===== src/rtl/twos_to_signmag_pkg.sv =====
// Shared definitions for the bit-serial two's-complement to sign-magnitude decoder.
package twos_to_signmag_pkg;

  localparam int unsigned DEFAULT_WIDTH = 8;

  typedef enum logic [1:0] {
    IDLE  = 2'b00,
    SHIFT = 2'b01,
    DONE  = 2'b10
  } state_t;

endpackage : twos_to_signmag_pkg


===== src/rtl/twos_to_signmag_if.sv =====
// Start/busy/done handshake and result bundle between the controller and the decoder.
interface twos_to_signmag_if
  import twos_to_signmag_pkg::*;
#(
  parameter int unsigned WIDTH = DEFAULT_WIDTH
);

  logic             decoder_start;
  logic [WIDTH-1:0] decoder_input;
  logic             decoder_busy;
  logic             decoder_done;
  logic             decoder_sign;
  logic [WIDTH-1:0] decoder_magnitude;
  logic             decoder_zero;
  logic             decoder_min;

  modport master (
    output decoder_start, decoder_input,
    input  decoder_busy, decoder_done, decoder_sign,
           decoder_magnitude, decoder_zero, decoder_min
  );

  modport slave (
    input  decoder_start, decoder_input,
    output decoder_busy, decoder_done, decoder_sign,
           decoder_magnitude, decoder_zero, decoder_min
  );

endinterface : twos_to_signmag_if


===== src/rtl/twos_to_signmag_serial_negate_cell.sv =====
// One bit of serial negation: copy bits until the first one, then invert.
module serial_negate_cell (
  input  logic i_b,
  input  logic i_sign,
  input  logic i_found_one,
  output logic o_result,
  output logic o_found_one
);

  always_comb begin
    o_result    = i_sign ? (i_b ^ i_found_one) : i_b;
    o_found_one = i_sign ? (i_found_one | i_b) : i_found_one;
  end

endmodule : serial_negate_cell


===== src/rtl/twos_to_signmag.sv =====
// Bit-serial two's-complement to sign-magnitude decoder, one bit per clock.
module twos_to_signmag
  import twos_to_signmag_pkg::*;
#(
  parameter int unsigned WIDTH = DEFAULT_WIDTH
) (
  input logic               decoder_clk,
  input logic               decoder_rst,
  twos_to_signmag_if.slave  bus
);

  localparam int unsigned      CNT_W   = (WIDTH > 2) ? $clog2(WIDTH) : 1;
  localparam logic [CNT_W-1:0] LAST    = CNT_W'(WIDTH - 1);
  localparam logic [WIDTH-1:0] MIN_MAG = {1'b1, {(WIDTH-1){1'b0}}};

  state_t           r_state;
  state_t           w_next_state;
  logic [WIDTH-1:0] r_shift;
  logic [WIDTH-1:0] r_acc;
  logic [CNT_W-1:0] r_cnt;
  logic             r_sign_cap;
  logic             r_found;
  logic [WIDTH-1:0] r_mag;
  logic             r_sign;
  logic             r_zero;
  logic             r_min;

  logic             w_res_bit;
  logic             w_found_next;
  logic             w_last;
  logic [WIDTH-1:0] w_acc_next;

  serial_negate_cell u_cell (
    .i_b         (r_shift[0]),
    .i_sign      (r_sign_cap),
    .i_found_one (r_found),
    .o_result    (w_res_bit),
    .o_found_one (w_found_next)
  );

  always_comb begin
    w_last     = (r_cnt == LAST);
    w_acc_next = {w_res_bit, r_acc[WIDTH-1:1]};
  end

  always_ff @(posedge decoder_clk) begin
    if (decoder_rst) r_state <= IDLE;
    else             r_state <= w_next_state;
  end

  always_comb begin
    w_next_state = r_state;
    unique case (r_state)
      IDLE:    if (bus.decoder_start) w_next_state = SHIFT;
      SHIFT:   if (w_last)            w_next_state = DONE;
      DONE:    w_next_state = IDLE;
      default: w_next_state = IDLE;
    endcase
  end

  always_comb begin
    bus.decoder_busy      = (r_state == SHIFT);
    bus.decoder_done      = (r_state == DONE);
    bus.decoder_sign      = r_sign;
    bus.decoder_magnitude = r_mag;
    bus.decoder_zero      = r_zero;
    bus.decoder_min       = r_min;
  end

  // zero/min are derived from the final magnitude: only input 0 gives a
  // positive zero, and only the most-negative input gives a negative 2^(W-1).
  always_ff @(posedge decoder_clk) begin
    if (decoder_rst) begin
      r_shift    <= '0;
      r_acc      <= '0;
      r_cnt      <= '0;
      r_sign_cap <= 1'b0;
      r_found    <= 1'b0;
      r_mag      <= '0;
      r_sign     <= 1'b0;
      r_zero     <= 1'b0;
      r_min      <= 1'b0;
    end else begin
      unique case (r_state)
        IDLE: begin
          if (bus.decoder_start) begin
            r_shift    <= bus.decoder_input;
            r_sign_cap <= bus.decoder_input[WIDTH-1];
            r_found    <= 1'b0;
            r_cnt      <= '0;
            r_acc      <= '0;
          end
        end
        SHIFT: begin
          r_shift <= r_shift >> 1;
          r_acc   <= w_acc_next;
          r_found <= w_found_next;
          r_cnt   <= r_cnt + CNT_W'(1);
          if (w_last) begin
            r_mag  <= w_acc_next;
            r_sign <= r_sign_cap;
            r_zero <= ~r_sign_cap & (w_acc_next == '0);
            r_min  <= r_sign_cap & (w_acc_next == MIN_MAG);
          end
        end
        default: ;
      endcase
    end
  end

endmodule : twos_to_signmag


===== src/flat_wrapper.sv =====
// flat-port wrapper written by rule: the top's interface ports become plain ports
module twos_to_signmag_flat import twos_to_signmag_pkg::*;
#(
  parameter int unsigned WIDTH = DEFAULT_WIDTH
)
  (decoder_clk, decoder_rst, bus_decoder_start, bus_decoder_input, bus_decoder_busy, bus_decoder_done, bus_decoder_sign, bus_decoder_magnitude, bus_decoder_zero, bus_decoder_min);
  twos_to_signmag_if #(.WIDTH(WIDTH)) bus_i ();
  input logic decoder_clk;
  input logic decoder_rst;
  input wire logic [$bits(bus_i.decoder_start)-1:0] bus_decoder_start;
  input wire logic [$bits(bus_i.decoder_input)-1:0] bus_decoder_input;
  output wire logic [$bits(bus_i.decoder_busy)-1:0] bus_decoder_busy;
  output wire logic [$bits(bus_i.decoder_done)-1:0] bus_decoder_done;
  output wire logic [$bits(bus_i.decoder_sign)-1:0] bus_decoder_sign;
  output wire logic [$bits(bus_i.decoder_magnitude)-1:0] bus_decoder_magnitude;
  output wire logic [$bits(bus_i.decoder_zero)-1:0] bus_decoder_zero;
  output wire logic [$bits(bus_i.decoder_min)-1:0] bus_decoder_min;
  assign bus_i.decoder_start = bus_decoder_start;
  assign bus_i.decoder_input = bus_decoder_input;
  assign bus_decoder_busy = bus_i.decoder_busy;
  assign bus_decoder_done = bus_i.decoder_done;
  assign bus_decoder_sign = bus_i.decoder_sign;
  assign bus_decoder_magnitude = bus_i.decoder_magnitude;
  assign bus_decoder_zero = bus_i.decoder_zero;
  assign bus_decoder_min = bus_i.decoder_min;
  twos_to_signmag #(.WIDTH(WIDTH)) u_core (.decoder_clk(decoder_clk), .decoder_rst(decoder_rst), .bus(bus_i));
endmodule

===== config.mk =====
export PLATFORM = sky130hd
export DESIGN_NAME = twos_to_signmag_flat
export DESIGN_NICKNAME = d
export VERILOG_FILES = /design/src/rtl/twos_to_signmag_pkg.sv /design/src/rtl/twos_to_signmag_if.sv /design/src/rtl/twos_to_signmag_serial_negate_cell.sv /design/src/rtl/twos_to_signmag.sv /design/src/flat_wrapper.sv
export SDC_FILE = /design/constraint.sdc
export NUM_CORES = 1
export LEC_CHECK = 0
export CAP_MARGIN = 40
export CORE_ASPECT_RATIO = 0.7
export CORE_MARGIN = 1.5
export CORE_UTILIZATION = 55
export DETAILED_ROUTE_END_ITERATION = 7
export PLACE_DENSITY = 0.88
export SLEW_MARGIN = 15
export SYNTH_ARGS = -nofsm -noshare
export SYNTH_HDL_FRONTEND = slang
export SYNTH_HIERARCHICAL = 1
export SYNTH_SLANG_ARGS = --single-unit

===== constraint.sdc =====
create_clock -name decoder_clk -period 3.9 [get_ports decoder_clk]
set_clock_uncertainty 0.15 [all_clocks]
set_input_delay 1.17 -clock decoder_clk [delete_from_list [all_inputs] [get_ports decoder_clk]]
set_output_delay 1.17 -clock decoder_clk [all_outputs]
set_load 0.05 [all_outputs]

; ---- Word level (Yosys, flattened, before mapping)
; Cells that the tools add are included.
[word_totals]
reg_bits = 34
output_inout_bits = 13
input_bits = 11
wordCells = 44
[classes]
bitwise = 5
n_eq_ne = 7
n_reduce_logical = 8
n_addsub = 1
muxes = 13
[op_table]
columns = op, count
row1 = case mux 8 bit (2 select lines), 2
row2 = 2-to-1 mux 8 bit, 2
row3 = == test 8 bit (second input constant), 1
row4 = logical NOT 8 bit, 1
row5 = AND reduction 2 bit, 4
row6 = case mux 3 bit (2 select lines), 1
row7 = 2-to-1 mux 2 bit, 2
row8 = inequality test 2 x 1 -> 1 bit (second input constant), 2
row9 = case mux 2 bit (2 select lines), 1
row10 = adder 3 x 1 -> 3 bit (second input constant), 1
row11 = == test 3 bit (second input constant), 1
row12 = 2-to-1 mux 1 bit, 3
row13 = 2-to-1 mux 3 bit, 1
row14 = AND reduction 3 bit, 1
row15 = AND 1 bit, 2
row16 = == test 2 x 1 -> 1 bit (second input constant), 1
row17 = == test 2 bit (second input constant), 1
row18 = logical NOT 2 bit, 1
row19 = inequality test 2 bit (second input constant), 1
row20 = case mux 1 bit (2 select lines), 1
row21 = nonzero test 2 bit, 1
row22 = inverter 1 bit, 1
row23 = OR 1 bit, 1
row24 = bitwise XOR 1 bit, 1

; ---- Longest topological paths before layout
; Gate-level depths: netlist of run 1.
[depth]
ltp_word = 4
depth_mapped = 6

; ---- Modules after synthesis
; The synthesis of run 1 kept the hierarchy.
[modules_own_cells]
columns = mod, cells_each, area_each_um2, instances
row1 = twos_to_signmag, 153, 1332.5, 1
row2 = serial_negate_cell, 6, 38.8, 1

; ---- Worst setup path before layout of run 1
; OpenSTA, ideal clock, no wires.
[synth_timing]
path_kind = reg-to-output
start = register u_core.r_state[0]
end = output port bus_decoder_done
path_stages_with_launch = 3
n_path_buf = 1
required_time_ps = 2580
slack_ps = 1424
arrival_time_ps = 1156
cell_sequence = dfxtp_1 buf_4 nor2b_1
[synth_between]
elab_chain_cells = 1
[synth_lines]
columns = element, line
row1 = "start, declared", twos_to_signmag.sv:16  ; state_t r_state;
row2 = "start signal, assigned", twos_to_signmag.sv:48  ; else r_state <= w_next_state;
row3 = == test 2 bit, twos_to_signmag.sv:63  ; bus.decoder_done = (r_state == DONE);
row4 = "end, declared", flat_wrapper.sv:13  ; output wire logic [$bits(bus_i.decoder_done)-1:0] bus_decoder_done;
; No other way between the ends.

; ---- Worst setup path in the final report of run 1
[layout_timing]
start = register u_core.r_state[0]
end = output port bus_decoder_busy
[layout_between]
elab_chain_cells = 1
[layout_lines]
columns = element, line
row1 = == test 2 x 1 -> 1 bit, twos_to_signmag.sv:62  ; bus.decoder_busy = (r_state == SHIFT);
row2 = "end, declared", flat_wrapper.sv:12  ; output wire logic [$bits(bus_i.decoder_busy)-1:0] bus_decoder_busy;
; No other way between the ends.

==> impl_metrics.env, run 1 <==
export IMPL_period_share_pct=89.0
export IMPL_synthesis_area_sq_um=1370
export IMPL_htreeDepth=2
export IMPL_fin_ws_ns=0.429
export IMPL_r2r_slack_ns=2.04
export IMPL_ir_worst_vdd_uv=292
export IMPL_synth_seq_cells=33
export IMPL_hold_path_class="register to register"
export IMPL_grt_remaining_overflow=0
export IMPL_yosysUniqueCellTypes=29
export IMPL_p_per_area_nw_per_um2=370
export IMPL_clockBufferDepth=2
export IMPL_area_growth_pct=20.0
export IMPL_yosys_top_cells_area="dfxtp_1 48%, nand2_1 7.7%, a21oi_1 6.2%"
export IMPL_viasPerCell=5.63
export IMPL_port_buffers=23
export IMPL_fmax_ghz=0.288
export IMPL_routed_wl_mm=2.89
export IMPL_cts_tree="yes"
export IMPL_grt_max_degree=36
export IMPL_ios=24
export IMPL_mostFrequentLayoutCell="dfxtp_1"
export IMPL_tns_ns=0
export IMPL_maxCapViolCount=0
export IMPL_drt_iter0_drc=53
export IMPL_cts_hold_buf=0
export IMPL_grt_pass1_wl_mm=4.65
export IMPL_syn_avg_cell_area_sq_um=8.62
export IMPL_routabilityCongestion=0.736
export IMPL_r2r_cells=5
export IMPL_seq_area_sq_um=661
export IMPL_rsz0062_at_grt="no"
export IMPL_vias=1187
export IMPL_antenna_found_initial=0
export IMPL_dpl_hpwl_mm=1.93
export IMPL_post_cts_buffers=0
export IMPL_crit_chain="nand2b_1 -> inv_2 -> clkdlybuf4s50_1"
export IMPL_ant_nets=0
export IMPL_dr_pass1_iters=4
export IMPL_crit_path_max_incr_delay_ns=0.80
export IMPL_crit_path_start="u_core/r_state[0]"
export IMPL_critPathTopFamily="buffers and inverters"
export IMPL_nets=193
export IMPL_cp_end_kind="output port"
export IMPL_path_max_fanout=11
export IMPL_clk_latency_ns=0.34
export IMPL_final_cell_mix="33 x dfxtp_1, 28 x nand2_1, 23 x clkdlybuf4s50_1, 20 x nor2_1, 17 x a21oi_1"
export IMPL_antennaDiodeCount=0
export IMPL_yosys_area_top_type="dfxtp_1"
export IMPL_ys_warn_count=6
export IMPL_p_leak_uw=0.000630
export IMPL_synth_seq_area_share_pct=48.2
export IMPL_cp_slowest_cell="clkdlybuf4s50_1"
export IMPL_r2r_end="u_core/r_shift[2]"
export IMPL_path_depth=3
export IMPL_r2r_start="u_core/r_state[0]"
export IMPL_critPathBufInv=2
export IMPL_cts_buffers=5
export IMPL_synth_top_area_share_pct=48.2
export IMPL_fill_cells=165
export IMPL_clockRootBuffer="clkbuf_4"
export IMPL_cts_resized=0
export IMPL_worstMarginPinSlew_ns=0.662
export IMPL_fp_row_count=14
export IMPL_outcome="completed"
export IMPL_core_sq_um=2260
export IMPL_cp_data_arrival_time_ns=2.15
export IMPL_layout_drive_gt1_share_pct=7.26
export IMPL_clk_pin_slew_ns=0.09
export IMPL_final_hold_viol_count=0
export IMPL_drc=0
export IMPL_die_w_um=62.7
export IMPL_crit_end="bus_decoder_busy"
export IMPL_initial_utilization_pct=60.7
export IMPL_grt_pass1_vias=1074
export IMPL_dieArea_sq_um=2810
export IMPL_dp_slack_ns=0.814
export IMPL_die_h_um=44.8
export IMPL_drt_wirelength_per_cell_um=13.7
export IMPL_post_route_min_period_ns=3.47
export IMPL_critPathRequiredTime_ns=2.58
export IMPL_synth_nets=173
export IMPL_netlist_instances=159
export IMPL_whs_ns=0.311
export IMPL_cts_sinks=33
export IMPL_grt_usage_pct=22.3
export IMPL_multi_input_area_sq_um=629
export IMPL_finalSetupViolCount=0
export IMPL_maxSlewHeadroom_pct=55.8
export IMPL_slew_violations=0
export IMPL_cp_start_kind="register"
export IMPL_critPathKind="register to output port"
-- per-layer routing --
| metal | vias up | GRT usage, % | share of wire (%) |
|---|---|---|---|
| met4 | 0 | 16.0 | 1.8 |
| met1 | 563 | 26.1 | 45 |
| li1 | 585 | - | - |
| met2 | 32 | 37.4 | 48 |
| met3 | 7 | 5.49 | 5.5 |
| met5 | - | 0 | 0 |
-- metrics by stage --
step                      util, %  power [uW]  cells  area (sq um)
after CTS                    72.8         613    211          1650
after global placement       70.4         420    204          1590
final                        72.8         609    211          1650
after detailed placement     70.4         423    204          1590
after global routing         72.8         634    211          1650
after floorplan                 -         403    159          1370
-- worst min-delay path by stage --
stage | from | endpoint | cells past startpoint
final | u_core/bus.decoder_magnitude[1] | u_core/bus.decoder_magnitude[1] | 2
after global routing | u_core/bus.decoder_magnitude[7] | u_core/bus.decoder_magnitude[7] | 2
after CTS | u_core/bus.decoder_magnitude[1] | u_core/bus.decoder_magnitude[1] | 2
after detailed placement | u_core/bus.decoder_magnitude[1] | u_core/bus.decoder_magnitude[1] | 2
after global placement | u_core/bus.decoder_sign | u_core/bus.decoder_sign | 2
after floorplan | u_core/r_shift[7] | u_core/r_shift[7] | 2
-- kinds of logic after synthesis --
family | Yosys count | synth area share [%]
AO/OA/AOI/OAI | 40 | 19.0
adder cells (fa/ha/maj) | 3 | 2.74
multiplexers | 3 | 2.19
flip-flops | 33 | 48.2
buffers and inverters | 16 | 5.93
AND/OR/NAND/NOR | 64 | 22.0
-- cell usage after synthesis --
| cell | instances |
|---|---|
| nand3b_1 | 3 |
| dfxtp_1 | 33 |
| buf_4 | 2 |
| o21bai_2 | 1 |
| o41ai_1 | 1 |
| nor3b_1 | 1 |
| o21ai_1 | 2 |
| nor2b_1 | 1 |
| nor2_1 | 20 |
| ha_1 | 3 |
| nand2_1 | 28 |
| mux2i_1 | 3 |
| a22oi_1 | 10 |
| buf_6 | 1 |
| o21ba_2 | 1 |
| or4_1 | 1 |
| nand2b_1 | 3 |
| a211oi_1 | 7 |
| nor4_1 | 1 |
| clkbuf_1 | 4 |
| buf_2 | 5 |
| a21oi_1 | 17 |
| nand3b_4 | 1 |
| nor3_1 | 3 |
| a21o_1 | 1 |
| or3b_2 | 1 |
| inv_2 | 1 |
| and3b_1 | 1 |
| inv_1 | 3 |
-- worst register-to-register path, cell delays in order (launching register included) --
cell      delay, ns
dfxtp_1        0.60
nand2b_1       0.28
inv_2          0.13
buf_4          0.23
a21oi_1        0.10
a211oi_1       0.28
-- sequential cells by signal, summed over array words and instances (netlist names) --
name and cells:
u_core/bus.decoder_magnitude 8, u_core/r_shift 8, u_core/r_acc 7, u_core/r_cnt 3, u_core/r_state 2, u_core/bus.decoder_min 1, u_core/bus.decoder_sign 1, u_core/bus.decoder_zero 1
u_core/r_found 1, u_core/r_sign_cap 1
-- power breakdown --
part / switching [uW] / leakage, uW / internal, uW / total [uW]
clock network: 108 / 0.0000314 / 85.0 / 193
registers: 9.14 / 0.000268 / 347 / 356
logic: 33.5 / 0.000330 / 26.9 / 60.4
total: 150 / 0.000630 / 459 / 609
-- layout make-up --
class,instances,area share [%]
inverter,4,0.913
multi-input combinational,110,38.3
tap,32,2.43
timing repair buffer,25,14.9
clock buffer,7,3.35
sequential,33,40.2
Power figures use the tool's default switching activity.
==> run 2, diff against run 1 <==
Settings changed: ABC_CLOCK_PERIOD_IN_PS set to 3900.
==> results of run 2 <==
Final layout, timing and power as in run 1 (identical DEF).
==> run 3, diff against run 2 <==
Settings changed: ABC_AREA set to 0, CAP_MARGIN 40 to 20.
==> results of run 3 <==
Final layout, timing and power as in run 1 (identical DEF).
==> variant 1, RTL diff (config.mk and constraints of run 3) <==
Change the package constant `DEFAULT_WIDTH` from 8 to 16.
--- a/src/rtl/twos_to_signmag_pkg.sv
+++ b/src/rtl/twos_to_signmag_pkg.sv
@@ -1,7 +1,7 @@
 // Shared definitions for the bit-serial two's-complement to sign-magnitude decoder.
 package twos_to_signmag_pkg;
 
-  localparam int unsigned DEFAULT_WIDTH = 8;
+  localparam int unsigned DEFAULT_WIDTH = 16;
 
   typedef enum logic [1:0] {
     IDLE  = 2'b00,
Interface: changed (resized bus_decoder_input and bus_decoder_magnitude); port bits go from 24 to 40. No check against the original RTL was run, so the function may have changed too.
==> variant 1 against run 3 <==
- count of clock-buffer cells in the layout up 6
- design area is 84% higher
- utilization shrank 3.1 points
- sequential cell count rose by 25
- final cell count up 74%
- area after synthesis rose by 81%
- setup slack better by 0.54 ns
- synthesized cell count grew 75%
- via count rose by 82%
- power up 110%
- non-clock buffer count up 21
- wire length grew 87%
- largest cell class unchanged
- largest power group unchanged
==> variant 1: results (changes against run 3) <==
status - complete, no violations
Skew-Pair Late Insertion Delay - 0.34 ns (about the same)
Initial DRT Pass Iterations - 4 (unchanged)
Routed WL - 5.41 mm (+87%)
dpl hpwl - 3.41 mm (+77%)
H-tree levels - 3 (+1)
Max clock buf depth - 2 (unchanged)
Critical R2R Launch - u_core/r_cnt[0]
post-CTS setup repair buffer count - 0 (unchanged)
gr usage total - 23.6% (+1.3 points)
Tcrit/Tclk final - 75.1% (-14 points)
hold_ws - 0.323 ns (+0.0121 ns)
Worst Reg-to-Reg Cells - 4 (-1)
Worst Hold Class - reg2reg
Mapped Cells - 278 (+75%)
post-synthesis cell type count - 38 (+31%)
Mapped Nets - 299 (+73%)
maximum vdd drop - 0.000272 V (-6.6%)
CP arrival - 1.61 ns (-0.54 ns)
Synth area leaders - dfxtp_1, a21oi_1, a22o_1
vias in the first global route - 1,950 (+82%)
pin count of the biggest net entering global routing - 34 (-5.6%)
worst-path maximum fanout - 2 (-9)
worst min-delay path startpoint - u_core/bus.decoder_zero
worst-margin pin slew - 0.869 ns (+0.207 ns)
Overflow after GRT - 0 (unchanged)
r2r endpoint - u_core/bus.decoder_zero
clock slew at the register clock pins of the worst setup and hold paths - 0.06 ns (-0.03 ns)
via count of the routed design - 2,159 (+82%)
Post-synth top cells - dfxtp_1, a21oi_1, nor2_1
Num CTS Buffers - 9 (+4)
Seq/Total Area, Yosys - 46.7% (-1.5 points)
Layout Nets - 330 (+71%)
fillers - 340 (+110%)
IO Port Bufs - 39 (+70%)
ys async rst share - 0% (unchanged)
Placed Cells - 353 (+73%)
FF-to-FF setup slack - 1.75 ns (-0.29 ns)
Wirelength per Cell - 14.7 um (+7.4%)
LEAKAGE - 1.14 nW (+81%)
WHS Endpoint - u_core/bus.decoder_zero
CTS root buf - clkbuf_8
min Tclk post-route - 2.93 ns (-0.542 ns)
DRT iter0 DRCs - 193 (+260%)
RD Place Congestion - 0.767 (+4.2%)
Hold Path Depth - 1 (-1)
fraction of layout cells with a size suffix above 1 - 12.5% (+5.2 points)
ys flop type - dfxtp_1
Post-CTS Resized - 0 (unchanged)
first-pass GRT wire length - 8.96 mm (+93%)
[variant 1: cell count changes in the layout (fill, tap and decap cells not counted), sizes merged, moves of 7 or more]
cell           change
a21oi             +27
a211oi             -7
nand3             +19
o221a             +12
a22oi             -10
nor2               +8
inv               +12
dfxtp             +25
clkdlybuf4s50     +15
a22o              +17
o21ai             +17
nand2             -25
[variant 1: cell type report]
class	count	area (sq um)	area share, %
flip-flops and latches	58	1160	38.3
well taps	55	68.8	2.27
clock buffers	13	179	5.89
inverters	16	60.1	1.98
clock inverters	2	10.0	0.330
repair buffers	46	440	14.5
multi-input cells	178	1120	36.8
[variant 1: power by group]
| group | internal [mW] | switching, mW | leakage, nW |
|---|---|---|---|
| clock | 0.294 | 0.218 | 0.101 |
| combinational | 0.0604 | 0.0820 | 0.568 |
| sequential | 0.615 | 0.0170 | 0.472 |
| total | 0.969 | 0.317 | 1.14 |
[variant 1: kinds of logic (layout without fill, tap and decap cells)]
| family | after synthesis | in the layout | share of synthesized area, % |
|---|---|---|---|
| AOI/OAI and AO/OA | 104 | 104 | 28.5 |
| and+or+nand+nor | 68 | 68 | 13.7 |
| DFF | 58 | 58 | 46.7 |
| buffers and inverters | 42 | 77 | 8.45 |
| muxes | 4 | 4 | 1.66 |
| adders and majority gates | 2 | 2 | 1.01 |
[variant 1: worst max path at each step]
stage | startpoint | end | slack (ns) | cells past startpoint
after floorplan | u_core/r_state[1] | bus_decoder_done | 0.98 | 3
after global placement | decoder_rst | u_core/r_shift[2] | 1.02 | 5
after detailed placement | decoder_rst | u_core/r_shift[0] | 0.95 | 5
after CTS | u_core/r_state[1] | bus_decoder_done | 0.94 | 2
after global routing | u_core/r_state[1] | bus_decoder_done | 0.92 | 2
final | u_core/r_state[1] | bus_decoder_done | 0.97 | 2
[variant 1: metal layers]
layer / track usage (%) / share of wire, % / vias up
met5: 0 / 0 / -
met4: 10.2 / 1.9 / 0
met3: 8.08 / 5.8 / 12
met2: 36.2 / 44 / 60
met1: 30.7 / 48 / 1017
li1: - / - / 1070
[variant 1: per-stage QoR]
step	worst slack [ns]	utilization [%]	cell area, sq um
after floorplan	0.980	-	2490
after global placement	1.02	65.4	2850
after detailed placement	0.951	65.4	2850
after CTS	0.945	69.7	3040
after global routing	0.917	69.7	3040
final	0.971	69.7	3040
[variant 1: worst reg2reg max path, stage by stage, from the launching register on]
cell and delay, ns:
dfxtp_1 0.38, ha_1 0.24, nand3_1 0.54, or4_1 0.63, o2bb2ai_1 0.13
==> variant 2, RTL diff (flow settings as in run 3) <==
Without the edit above. Encoding of `state_t`: now one-hot (3 bits for 3 states).
--- a/src/rtl/twos_to_signmag_pkg.sv
+++ b/src/rtl/twos_to_signmag_pkg.sv
@@ -3,10 +3,10 @@
 
   localparam int unsigned DEFAULT_WIDTH = 8;
 
-  typedef enum logic [1:0] {
-    IDLE  = 2'b00,
-    SHIFT = 2'b01,
-    DONE  = 2'b10
+  typedef enum logic [2:0] {
+    IDLE  = 3'b001,
+    SHIFT = 3'b010,
+    DONE  = 3'b100
   } state_t;
 
 endpackage : twos_to_signmag_pkg
Function: same outputs for any inputs over 10 cycles, from zero or initial values and one cycle with decoder_rst high; not proved beyond that.
==> variant 2 against run 3 <==
- wire length down 4.5%
- count of clock-buffer cells in the layout down 1
- area after synthesis decreased by 2.1%
- power up 0.51%
- final cell count down 6.6%
- design area decreased by 0.46%
- register-to-register slack got worse by 0.33 ns
- critical path depth unchanged
- global-route usage up 1.9 points
- sequential cell count grew 1
- setup slack got worse by 0.012 ns
==> variant 2: results (changes against run 3) <==
Skew-Pair Late Insertion Delay - 0.32 ns (-0.02 ns)
DRT iter0 DRCs - 45 (-15%)
Wirelength per Cell - 14.0 um (+2.3%)
vias in the first global route - 1,025 (-4.6%)
RD Place Congestion - 0.735 (-0.12%)
hold_ws - 0.306 ns (-0.00521 ns)
ys flop type - dfxtp_1
Max clock buf depth - 2 (unchanged)
fillers - 177 (+7.3%)
gr usage total - 24.2% (+1.9 points)
status - complete, no violations
Synth area leaders - dfxtp_1, a22o_1, nand2_1
Post-synth top cells - dfxtp_1, nand2_1, nor3_1
post-CTS setup repair buffer count - 0 (unchanged)
IO Port Bufs - 23 (unchanged)
clock slew at the register clock pins of the worst setup and hold paths - 0.09 ns (about the same)
CTS root buf - clkbuf_4
sw frac - 23.8% (-0.88 points)
Layout Nets - 180 (-6.7%)
post-synthesis cell type count - 31 (+6.9%)
via-per-instance ratio - 5.72 (+1.6%)
worst-path maximum fanout - 9 (-2)
first-pass GRT wire length - 4.71 mm (+1.2%)
Slew headroom - 57.0% (+1.2 points)
H-tree levels - 2 (unchanged)
dpl hpwl - 1.89 mm (-2.4%)
CP arrival - 2.16 ns
Seq/Total Area, Yosys - 50.7% (+2.5 points)
ys async rst share - 0% (unchanged)
# DRC - 0 (unchanged)
Worst Hold Class - reg2reg
Post-CTS Resized - 0 (unchanged)
fraction of layout cells with a size suffix above 1 - 7.27% (+0.010 points)
FF-to-FF setup slack - 1.71 ns (-0.33 ns)
Initial DRT Pass Iterations - 4 (unchanged)
maximum vdd drop - 0.000260 V (-11%)
pin count of the biggest net entering global routing - 17 (-53%)
initial antenna violation count - 0 (unchanged)
antenna cells - 0 (unchanged)
Num CTS Buffers - 5 (unchanged)
Mapped Nets - 156 (-9.8%)
LEAKAGE - 0.587 nW (-6.8%)
Warnings, synthesis - 6 (unchanged)
-- variant 2: cell count changes in the layout (fill, tap and decap cells not counted), sizes merged, moves of 7 or more --
cell / before / now
a22oi: 10 / 0
nor2: 20 / 3
a211oi: 7 / 0
o22ai: 0 / 7
a22o: 0 / 10
nor3: 3 / 15
-- variant 2: logic make-up after synthesis --
| group | Yosys count | synth area share, % |
|---|---|---|
| DFF | 34 | 50.7 |
| muxes | 1 | 0.746 |
| buffers and inverters | 12 | 4.47 |
| AOI/OAI and AO/OA | 35 | 18.4 |
| and+or+nand+nor | 57 | 22.9 |
| adders and majority gates | 3 | 2.80 |
-- variant 2: worst max-delay path, cell delays in order (launching register included) --
cell             delay [ns]
dfxtp_1                0.43
or3b_1                 0.39
clkinv_1               0.18
clkdlybuf4s50_1        0.84
-- variant 2: stage by stage --
stage	instance area, sq um	instances	total power, mW	setup slack, ns
after floorplan	1340	142	0.412	1.04
after global placement	1590	191	0.428	0.833
after detailed placement	1590	191	0.431	0.780
after CTS	1640	197	0.613	0.429
after global routing	1640	197	0.640	0.305
final	1640	197	0.612	0.417
-- variant 2: path summary, 6_finish.rpt --
path	from	cells after the start	end
worst min register to register	u_core/bus.decoder_magnitude[5]	2	u_core/bus.decoder_magnitude[5]
worst min-delay path	u_core/bus.decoder_magnitude[5]	2	u_core/bus.decoder_magnitude[5]
worst max register to register	u_core/r_cnt[0]	5	u_core/bus.decoder_zero
worst max-delay path	u_core/r_state[1]	3	bus_decoder_busy
-- variant 2: area by class of cell --
type                    count  area (sq um)  share of cell area (%)
clock buffers               6          51.3                    3.13
inverters                   3          11.3                   0.688
multi-input cells          96           602                    36.7
flip-flops and latches     34           681                    41.6
well taps                  32          40.0                    2.44
repair buffers             26           253                    15.4
-- variant 2: power groups by stage --
stage / logic (mW) / registers (mW) / clock network [mW]
after floorplan: 0.0398 / 0.372 / 0
after global placement: 0.0543 / 0.373 / 0
after detailed placement: 0.0565 / 0.374 / 0
after CTS: 0.0572 / 0.366 / 0.189
after global routing: 0.0643 / 0.368 / 0.208
final: 0.0580 / 0.367 / 0.188
-- variant 2: layer usage --
layer | global-route usage (%) | up-vias | wire (um)
li1 | - | 561 | -
met1 | 31.2 | 537 | 1370
met2 | 36.0 | 23 | 1230
met3 | 10.8 | 5 | 120
met4 | 8.51 | 0 | 35
met5 | 0 | - | 0
